===== src/rtl/uart_fifo_pkg.sv =====
// Shared constants and types for the UART byte FIFO.
package uart_fifo_pkg;
  localparam int UART_DATA_W = 8;
  localparam int UART_FIFO_W = 2;

  // Sticky debug error flags
  typedef struct packed {
    logic overflow;
    logic underflow;
  } fifo_err_t;
endpackage


===== src/rtl/uart_fifo_if.sv =====
// Host-side handshake bundle of the UART FIFO. The master drives requests and
// the slave (the FIFO) returns head data and status.
interface uart_fifo_if
  import uart_fifo_pkg::*;
#(
  parameter int DATA_W = UART_DATA_W,
  parameter int ADDR_W = UART_FIFO_W
);
  logic              wr;
  logic [DATA_W-1:0] w_data;
  logic              rd;
  logic              clr_err;
  logic [DATA_W-1:0] r_data;
  logic              empty;
  logic              full;
  logic [ADDR_W:0]   count;
  logic              overflow;
  logic              underflow;

  modport master (
    output wr, w_data, rd, clr_err,
    input  r_data, empty, full, count, overflow, underflow
  );

  modport slave (
    input  wr, w_data, rd, clr_err,
    output r_data, empty, full, count, overflow, underflow
  );
endinterface


===== src/rtl/uart_fifo_reg_file.sv =====
// Storage for the FIFO: one synchronous write port, one asynchronous read
// port so the head word falls through without a read cycle. Not reset.
module fifo_reg_file
  import uart_fifo_pkg::*;
#(
  parameter int DATA_W = UART_DATA_W,
  parameter int ADDR_W = UART_FIFO_W
) (
  input  logic              clk,
  input  logic              we,
  input  logic [ADDR_W-1:0] waddr,
  input  logic [DATA_W-1:0] wdata,
  input  logic [ADDR_W-1:0] raddr,
  output logic [DATA_W-1:0] rdata
);
  logic [DATA_W-1:0] mem [2**ADDR_W];

  // Write port
  always_ff @(posedge clk) begin
    if (we) mem[waddr] <= wdata;
  end

  assign rdata = mem[raddr];
endmodule


===== src/rtl/uart_fifo.sv =====
// First-word-fall-through byte FIFO between host bus and UART core.
// Pointers carry one extra wrap bit so full and empty are distinguishable;
// all status comes from registered pointers, never from wr/rd directly.
module uart_fifo
  import uart_fifo_pkg::*;
#(
  parameter int DATA_W = UART_DATA_W,
  parameter int ADDR_W = UART_FIFO_W
) (
  input  logic       clk,
  input  logic       reset,
  uart_fifo_if.slave bus
);
  logic [ADDR_W:0]   wptr, rptr;
  logic [DATA_W-1:0] head;
  logic              empty, full;
  logic              do_wr, do_rd;
  logic              ovf_evt, unf_evt;
  fifo_err_t         err;

  assign empty = (wptr == rptr);
  assign full  = (wptr[ADDR_W-1:0] == rptr[ADDR_W-1:0]) &&
                 (wptr[ADDR_W] != rptr[ADDR_W]);

  // When full, a concurrent pop frees the head slot, which the write reuses.
  assign do_wr   = bus.wr & (~full | bus.rd);
  assign do_rd   = bus.rd & ~empty;
  assign ovf_evt = bus.wr & full & ~bus.rd;
  assign unf_evt = bus.rd & empty;

  fifo_reg_file #(.DATA_W(DATA_W), .ADDR_W(ADDR_W)) u_rf (
    .clk   (clk),
    .we    (do_wr),
    .waddr (wptr[ADDR_W-1:0]),
    .wdata (bus.w_data),
    .raddr (rptr[ADDR_W-1:0]),
    .rdata (head)
  );

  // Pointer advance; reset discards contents in one cycle
  always_ff @(posedge clk) begin
    if (!reset) begin
      wptr <= '0;
      rptr <= '0;
    end else begin
      if (do_wr) wptr <= wptr + 1'b1;
      if (do_rd) rptr <= rptr + 1'b1;
    end
  end

  // Sticky error flags; a fresh error beats clr_err in the same cycle
  always_ff @(posedge clk) begin
    if (!reset) begin
      err <= '0;
    end else begin
      if (ovf_evt)          err.overflow  <= 1'b1;
      else if (bus.clr_err) err.overflow  <= 1'b0;
      if (unf_evt)          err.underflow <= 1'b1;
      else if (bus.clr_err) err.underflow <= 1'b0;
    end
  end

  assign bus.r_data    = empty ? '0 : head;
  assign bus.empty     = empty;
  assign bus.full      = full;
  assign bus.count     = wptr - rptr;
  assign bus.overflow  = err.overflow;
  assign bus.underflow = err.underflow;
endmodule


===== src/flat_wrapper.sv =====
// flat-port wrapper written by rule: the top's interface ports become plain ports
module uart_fifo_flat import uart_fifo_pkg::*;
#(
  parameter int DATA_W = UART_DATA_W,
  parameter int ADDR_W = UART_FIFO_W
)
  (clk, reset, bus_wr, bus_w_data, bus_rd, bus_clr_err, bus_r_data, bus_empty, bus_full, bus_count, bus_overflow, bus_underflow);
  uart_fifo_if #(.DATA_W(DATA_W), .ADDR_W(ADDR_W)) bus_i ();
  input  logic clk;
  input  logic reset;
  input wire logic [$bits(bus_i.wr)-1:0] bus_wr;
  input wire logic [$bits(bus_i.w_data)-1:0] bus_w_data;
  input wire logic [$bits(bus_i.rd)-1:0] bus_rd;
  input wire logic [$bits(bus_i.clr_err)-1:0] bus_clr_err;
  output wire logic [$bits(bus_i.r_data)-1:0] bus_r_data;
  output wire logic [$bits(bus_i.empty)-1:0] bus_empty;
  output wire logic [$bits(bus_i.full)-1:0] bus_full;
  output wire logic [$bits(bus_i.count)-1:0] bus_count;
  output wire logic [$bits(bus_i.overflow)-1:0] bus_overflow;
  output wire logic [$bits(bus_i.underflow)-1:0] bus_underflow;
  assign bus_i.wr = bus_wr;
  assign bus_i.w_data = bus_w_data;
  assign bus_i.rd = bus_rd;
  assign bus_i.clr_err = bus_clr_err;
  assign bus_r_data = bus_i.r_data;
  assign bus_empty = bus_i.empty;
  assign bus_full = bus_i.full;
  assign bus_count = bus_i.count;
  assign bus_overflow = bus_i.overflow;
  assign bus_underflow = bus_i.underflow;
  uart_fifo #(.DATA_W(DATA_W), .ADDR_W(ADDR_W)) u_core (.clk(clk), .reset(reset), .bus(bus_i));
endmodule

===== config.mk =====
export PLATFORM = sky130hd
export DESIGN_NAME = uart_fifo_flat
export DESIGN_NICKNAME = d
export VERILOG_FILES = /design/src/rtl/uart_fifo_pkg.sv /design/src/rtl/uart_fifo_if.sv /design/src/rtl/uart_fifo_reg_file.sv /design/src/rtl/uart_fifo.sv /design/src/flat_wrapper.sv
export SDC_FILE = /design/constraint.sdc
export NUM_CORES = 1
export LEC_CHECK = 0
export ABC_AREA = 1
export BUFFER_PORTS_ARGS = -buffer_cell sky130_fd_sc_hd__buf_2
export CAP_MARGIN = 40
export CORE_MARGIN = 5
export CORE_UTILIZATION = 40
export CTS_BUF_LIST = sky130_fd_sc_hd__clkbuf_2
export DETAILED_ROUTE_END_ITERATION = 12
export SLEW_MARGIN = 20
export SYNTH_ARGS = -nofsm -noshare
export SYNTH_HDL_FRONTEND = slang
export SYNTH_SLANG_ARGS = --single-unit

===== constraint.sdc =====
create_clock -name clk -period 2.75 [get_ports clk]
set_clock_uncertainty 0.15 [all_clocks]
set_input_delay 0.55 -clock clk [delete_from_list [all_inputs] [get_ports clk]]
set_output_delay 0.55 -clock clk [all_outputs]
set_load 0.01 [all_outputs]

# Word level (Yosys, flattened, before mapping)
# Memory sizes are Yosys's and may differ from the RTL's. A register that Yosys moved wholly into a read port is not among the register bits.
# Index checks and enable logic that the tools add are counted.
[classes]
addsub = 3
eq_ne = 3
muxes = 8
bitwise = 9
reduce_logical = 3
[op_table]
columns = ["cell", "count"]
rows = [
  ["8-bit two-way mux", 1],
  ["3-bit by 1-bit adder with 3-bit output (second input constant)", 2],
  ["1-bit AND", 5],
  ["1-bit two-way mux", 5],
  ["2-bit two-way mux", 2],
  ["2-bit nonzero test", 2],
  ["3-bit == test", 1],
  ["1-bit NOT", 3],
  ["3-bit subtractor", 1],
  ["2-bit == test", 1],
  ["1-bit logical AND", 1],
  ["1-bit inequality test", 1],
  ["1-bit OR", 1],
]
[totals]
regBits = 8
ram_bits = 32
inputBits = 13
out_inout_bits = 15
elab_cells = 31
memories = 1
[mem_list]
columns = ["name", "words", "word_bits", "rd", "rd_clocked_by_memory_dff", "wr", "line", "source"]
rows = [
  ["u_core.u_rf.mem", 4, 8, 1, 1, 1, "uart_fifo_reg_file.sv:16", "logic [DATA_W-1:0] mem [2**ADDR_W];"],
]

# Longest topological paths before layout
[logic_depth]
ltp_word = 7
mapped_depth = 9
ltp_nobuf = 9

# By module
# Synthesis repeated with hierarchy kept, for this count alone.
[unflattened]
hier_cells = 219
area_unflattened_um2 = 1960.6
[modules_own_cells]
columns = ["mod", "instances", "cells_per_inst", "area_per_inst_um2", "seq_area_each_um2"]
rows = [
  ["fifo_reg_file", 1, 133, 1387.6, 960.9],
  ["uart_fifo", 1, 86, 573.0, 160.2],
]

# Worst setup path after synthesis
# No wires, ideal clock.
[synth_timing]
path_kind = "flip-flop to flip-flop"
start = "reg u_core.wptr[0]"
end = "mem u_core.u_rf.mem[0][0] (netlist name), enable pin"
setup_ns = 0.371
arrival_time_ns = 1.552
setup_slack_ns = 0.677
path_stages_with_launch = 8
path_buffers = 0
cell_sequence = "dfxtp_1 -> inv_1 -> ha_1 -> nand2_1 -> inv_1 -> nand3_4 -> nand2_2 -> nor2_1"
[synth_between]
elab_chain_cells = 7
[synth_rtl]
columns = ["item", "line", "source"]
rows = [
  ["from (decl)", "uart_fifo.sv:14", "logic [ADDR_W:0] wptr, rptr;"],
  ["from (signal assigned)", "uart_fifo.sv:46", "if (do_wr) wptr <= wptr + 1'b1;"],
  ["2-bit == test", "uart_fifo.sv:22", "assign full = (wptr[ADDR_W-1:0] == rptr[ADDR_W-1:0]) &&"],
  ["1-bit logical AND", "uart_fifo.sv:22", ""],
  ["1-bit NOT", "uart_fifo.sv:26", "assign do_wr = bus.wr & (~full | bus.rd);"],
  ["1-bit OR", "uart_fifo.sv:26", ""],
  ["1-bit AND", "uart_fifo.sv:26", ""],
  ["1-bit two-way mux", "uart_fifo_reg_file.sv:20", "if (we) mem[waddr] <= wdata;"],
  ["1-bit two-way mux (not written as such)", "uart_fifo_reg_file.sv:20", ""],
  ["to (decl)", "uart_fifo_reg_file.sv:16", ""],
]
# Several ways; a longest one is shown, not always the timed one.

# Worst setup path after layout
[layout_timing]
start = "reg u_core.wptr[0]"
end = "out bus_r_data[3]"
[layout_between]
elab_chain_cells = 2
[layout_rtl]
columns = ["item", "line", "source"]
rows = [
  ["3-bit == test", "uart_fifo.sv:21", "assign empty = (wptr == rptr);"],
  ["8-bit two-way mux", "uart_fifo.sv:63", "assign bus.r_data = empty ? '0 : head;"],
  ["to (decl)", "flat_wrapper.sv:15", "output wire logic [$bits(bus_i.r_data)-1:0] bus_r_data;"],
]
# No other way between the ends.

==> impl_summary.log <==
INFO  metric route.vias.total = 1272
INFO  metric holdPathStages = 1
INFO  metric num-nets-final = 235
INFO  metric fp.dieW = 78.4 um
INFO  metric worst_setup_path_startpoint = u_core.wptr[0]$_SDFFE_PN0P_
INFO  metric initial_utilization = 42.1%
INFO  metric final.hold.worst_slack = 0.189 ns
INFO  metric drc = 0
INFO  metric clk_pin_slew_worst_paths = 0.22 ns
INFO  metric syn_inst = 178
INFO  metric area_of_the_core = 0.00444 mm2
INFO  metric rsz0062_at_grt = false
INFO  metric fp.dieArea = 0.00614 mm2
INFO  metric finalSetupTns = 0 ns
INFO  metric power_per_cell_area = 702 mW/mm2
INFO  metric tritoncts_clock_tree = built
INFO  metric startpoint_types = register
INFO  metric antenna_found_initial = 0
INFO  metric leakage = 0.918 nW
INFO  metric max_cap_viol_count = 0
INFO  metric fill_cells = 429
INFO  metric worst-slew-pin-transition = 0.369 ns
INFO  metric grt_max_degree = 17
INFO  metric critPathMaxStageDelay = 0.41 ns
INFO  metric antenna_cells = 0
INFO  metric clk_latency = 0.40 ns
INFO  metric netlist.top_cell.by_area = sky130_fd_sc_hd__edfxtp_1
INFO  metric required = 2.05 ns
INFO  metric placementRows = 24
INFO  metric outcome = completed
INFO  metric detailed_route_wl = 3520 um
INFO  metric final_hold_viol_count = 0
INFO  metric avgSynthCellArea = 10.5 um2
INFO  metric detail_route.first_pass.iterations = 4
INFO  metric cell_with_the_biggest_individual_delay_on_the_critical_path = sky130_fd_sc_hd__dfxtp_2
INFO  metric synth_seq_area_share = 62.1%
INFO  metric fmax = 389 MHz
INFO  metric number_of_buffers_created_by_cts = 5
INFO  metric tritoncts_num_sinks = 42
INFO  metric synth.ff_latch_count = 42
INFO  metric post_drt_via_cell_ratio = 4.76
INFO  metric critical_path.endpoint_type = output pin
INFO  metric critPathKind = register to output pin
INFO  metric synth.net_count = 199
INFO  metric setup.reg_to_reg.worst_slack = 0.74 ns
INFO  metric finalMaxSlewViolations = 0
INFO  metric synth_top_flop_cell = sky130_fd_sc_hd__edfxtp_1
INFO  metric synth-async-reset-ratio = 0%
INFO  metric finalSetupViolations = 0
INFO  metric crit_path_cell_trace = inv_1 -> ha_1 -> nand2_1 -> nor2_4 -> buf_12 -> a21oi_1 -> buf_2
INFO  metric cell_area_after_synthesis = 0.00187 mm2
INFO  metric reg2regPathDepth = 8
INFO  metric syn2layout_area_growth = 16.1%
INFO  metric synth.top_cell.area_share = 51.4%
INFO  metric postRouteAntennaNets = 0
INFO  metric final_min_period_over_clock_period = 93.4%
INFO  metric grt_util_all_layers = 12.1%
INFO  metric cp.arrival = 1.87 ns
INFO  metric clock_buffer_depth = 2
INFO  metric irDropWorstVdd = 245 uV
INFO  metric critical_path.endpoint = bus_r_data[3]
INFO  metric finalCriticalPeriod = 2.57 ns
INFO  metric top_level_ports = 28
INFO  metric via_count_of_the_first_global_routing_pass = 1202
INFO  metric placement.io_buffers = 27
INFO  metric dpl.hpwl = 2490 um
INFO  metric r2r_end = u_core.u_rf.mem[1][0]$_DFFE_PP_
INFO  metric grt_pass1_wl = 5710 um
INFO  metric final_core_utilization = 48.9%
INFO  metric first_iter_violations = 86
INFO  metric maxSlewHeadroom = 75.4%
INFO  metric wire_per_inst = 13.2 um
INFO  metric critical_path.reg2reg.startpoint = u_core.wptr[0]$_SDFFE_PN0P_
INFO  metric ys_types = 23
INFO  metric timing.critical_path.max_delay_family = flip-flops
INFO  metric synth-edff-count = 32
INFO  metric htree_num_levels = 2
INFO  metric drive_gt1_share = 24.2%
INFO  metric worst-path-max-fanout = 11
INFO  metric grt_overflow_total = 0
INFO  metric clock_tree.root_cell = sky130_fd_sc_hd__clkbuf_2
INFO  metric final_total_power = 0.00152 W
INFO  metric worstPathBufferInverterCount = 3
INFO  metric gp_congestion = 0.792
INFO  metric holdCritPathClass = input pin to register
INFO  metric synth_area_leaders = sky130_fd_sc_hd__edfxtp_1 (51%), sky130_fd_sc_hd__dfxtp_1 (11%), sky130_fd_sc_hd__nor2_1 (9.0%)
INFO  metric die_h = 78.4 um
INFO  metric path_depth = 7
INFO  metric ys_warn_count = 0
## how the worst min path moves through the flow
stage,from,slack [ns],to
global placement,u_core.bus.overflow$_SDFFE_PN0P_,0.31,u_core.bus.overflow$_SDFFE_PN0P_
finish,bus_w_data[6],0.19,u_core.u_rf.mem[3][6]$_DFFE_PP_
detailed placement,u_core.bus.overflow$_SDFFE_PN0P_,0.31,u_core.bus.overflow$_SDFFE_PN0P_
floorplan,u_core.rptr[2]$_SDFFE_PN0P_,0.33,u_core.rptr[2]$_SDFFE_PN0P_
global route,bus_w_data[5],0.16,u_core.u_rf.mem[1][5]$_DFFE_PP_
CTS,bus_w_data[5],0.17,u_core.u_rf.mem[1][5]$_DFFE_PP_
## registers in the layout, summed over array words and instances, names as in the netlist, named ones only
| register | flops |
|---|---|
| u_core.wptr | 3 |
| u_core.bus.underflow | 1 |
| u_core.u_rf.mem | 32 |
| u_core.bus.overflow | 1 |
| u_core.rptr | 3 |
## cells in the mapped netlist (2+ instances only)
library cell	count
sky130_fd_sc_hd__a21oi_1	11
sky130_fd_sc_hd__buf_2	2
sky130_fd_sc_hd__dfxtp_1	10
sky130_fd_sc_hd__edfxtp_1	32
sky130_fd_sc_hd__ha_1	7
sky130_fd_sc_hd__inv_1	19
sky130_fd_sc_hd__nand2_1	15
sky130_fd_sc_hd__nand2_4	2
sky130_fd_sc_hd__nand3_1	4
sky130_fd_sc_hd__nor2_1	45
sky130_fd_sc_hd__nor2_2	2
sky130_fd_sc_hd__o21ai_0	16
sky130_fd_sc_hd__xor2_1	3
## cells by family (layout without fill, tap and decap cells)
group	Yosys count	after routing	synth area share [%]
AND/OR/NAND/NOR	72	72	17.3
flip-flops	42	42	62.1
AO/OA/AOI/OAI	28	28	7.69
buffers and inverters	25	62	5.82
adder cells (fa/ha/maj)	8	8	5.75
XOR/XNOR	3	3	1.40
## metal layers
metal / share of wire, % / track usage (%)
met5: 0 / 0
met3: 4.2 / 3.66
met1: 48 / 16.0
met2: 47 / 19.1
met4: 1.0 / 4.20
## repair_timing
item,in CTS,in global routing
gates resized for setup,0,1
buffers inserted,0,2
endpoints found under the setup margin,0,9
hold buffers,0,0
## layout make-up
class                      count  area [um2]  area share [%]
clock inverter                 3        43.8            2.02
sequential                    42        1160            53.5
clock buffer                   5        25.0            1.15
multi-input combinational    111         601            27.6
inverter                      20        75.1            3.46
timing repair buffer          34         200            9.22
tap                           52        65.1            3.00
## cell usage in the layout (no fill, tap or decap)
cell type / synthesis / layout
sky130_fd_sc_hd__edfxtp_1: 32 / 32
sky130_fd_sc_hd__buf_4: 1 / 6
sky130_fd_sc_hd__a21oi_1: 11 / 11
sky130_fd_sc_hd__xor2_1: 3 / 3
sky130_fd_sc_hd__nor2_4: 1 / 1
sky130_fd_sc_hd__buf_2: 2 / 27
sky130_fd_sc_hd__ha_1: 7 / 7
sky130_fd_sc_hd__o21ai_0: 16 / 16
sky130_fd_sc_hd__bufinv_16: 0 / 1
sky130_fd_sc_hd__nand3_4: 1 / 1
sky130_fd_sc_hd__a21oi_2: 1 / 1
sky130_fd_sc_hd__inv_2: 1 / 1
sky130_fd_sc_hd__clkbuf_2: 1 / 5
sky130_fd_sc_hd__inv_1: 19 / 19
sky130_fd_sc_hd__nor2_2: 2 / 2
sky130_fd_sc_hd__fa_1: 1 / 1
sky130_fd_sc_hd__dfxtp_2: 0 / 1
sky130_fd_sc_hd__inv_6: 0 / 1
sky130_fd_sc_hd__nor2_1: 45 / 45
sky130_fd_sc_hd__dfxtp_1: 10 / 9
sky130_fd_sc_hd__nand2_4: 2 / 2
sky130_fd_sc_hd__nand3_1: 4 / 4
sky130_fd_sc_hd__nand3b_1: 1 / 1
sky130_fd_sc_hd__nand2_1: 15 / 15
sky130_fd_sc_hd__clkinv_2: 0 / 1
sky130_fd_sc_hd__nand2_2: 1 / 1
sky130_fd_sc_hd__buf_12: 0 / 1
## report_power, final
| group | total, W | switching (W) | leakage (nW) | internal (W) |
|---|---|---|---|---|
| combinational | 0.000411 | 0.000243 | 0.498 | 0.000167 |
| clock | 0.000358 | 0.000202 | 0.0433 | 0.000156 |
| sequential | 0.000756 | 0.0000338 | 0.376 | 0.000722 |
| total | 0.00152 | 0.000479 | 0.918 | 0.00105 |
## through the flow
stage,worst slack (ns),area [um2],std cells
finish,0.183,2170,267
global route,0.00972,2170,267
CTS,0.0351,2140,265
detailed placement,0.537,2070,257
global placement,0.556,2070,257
floorplan,0.677,1870,178
Power figures use the tool's default switching activity.
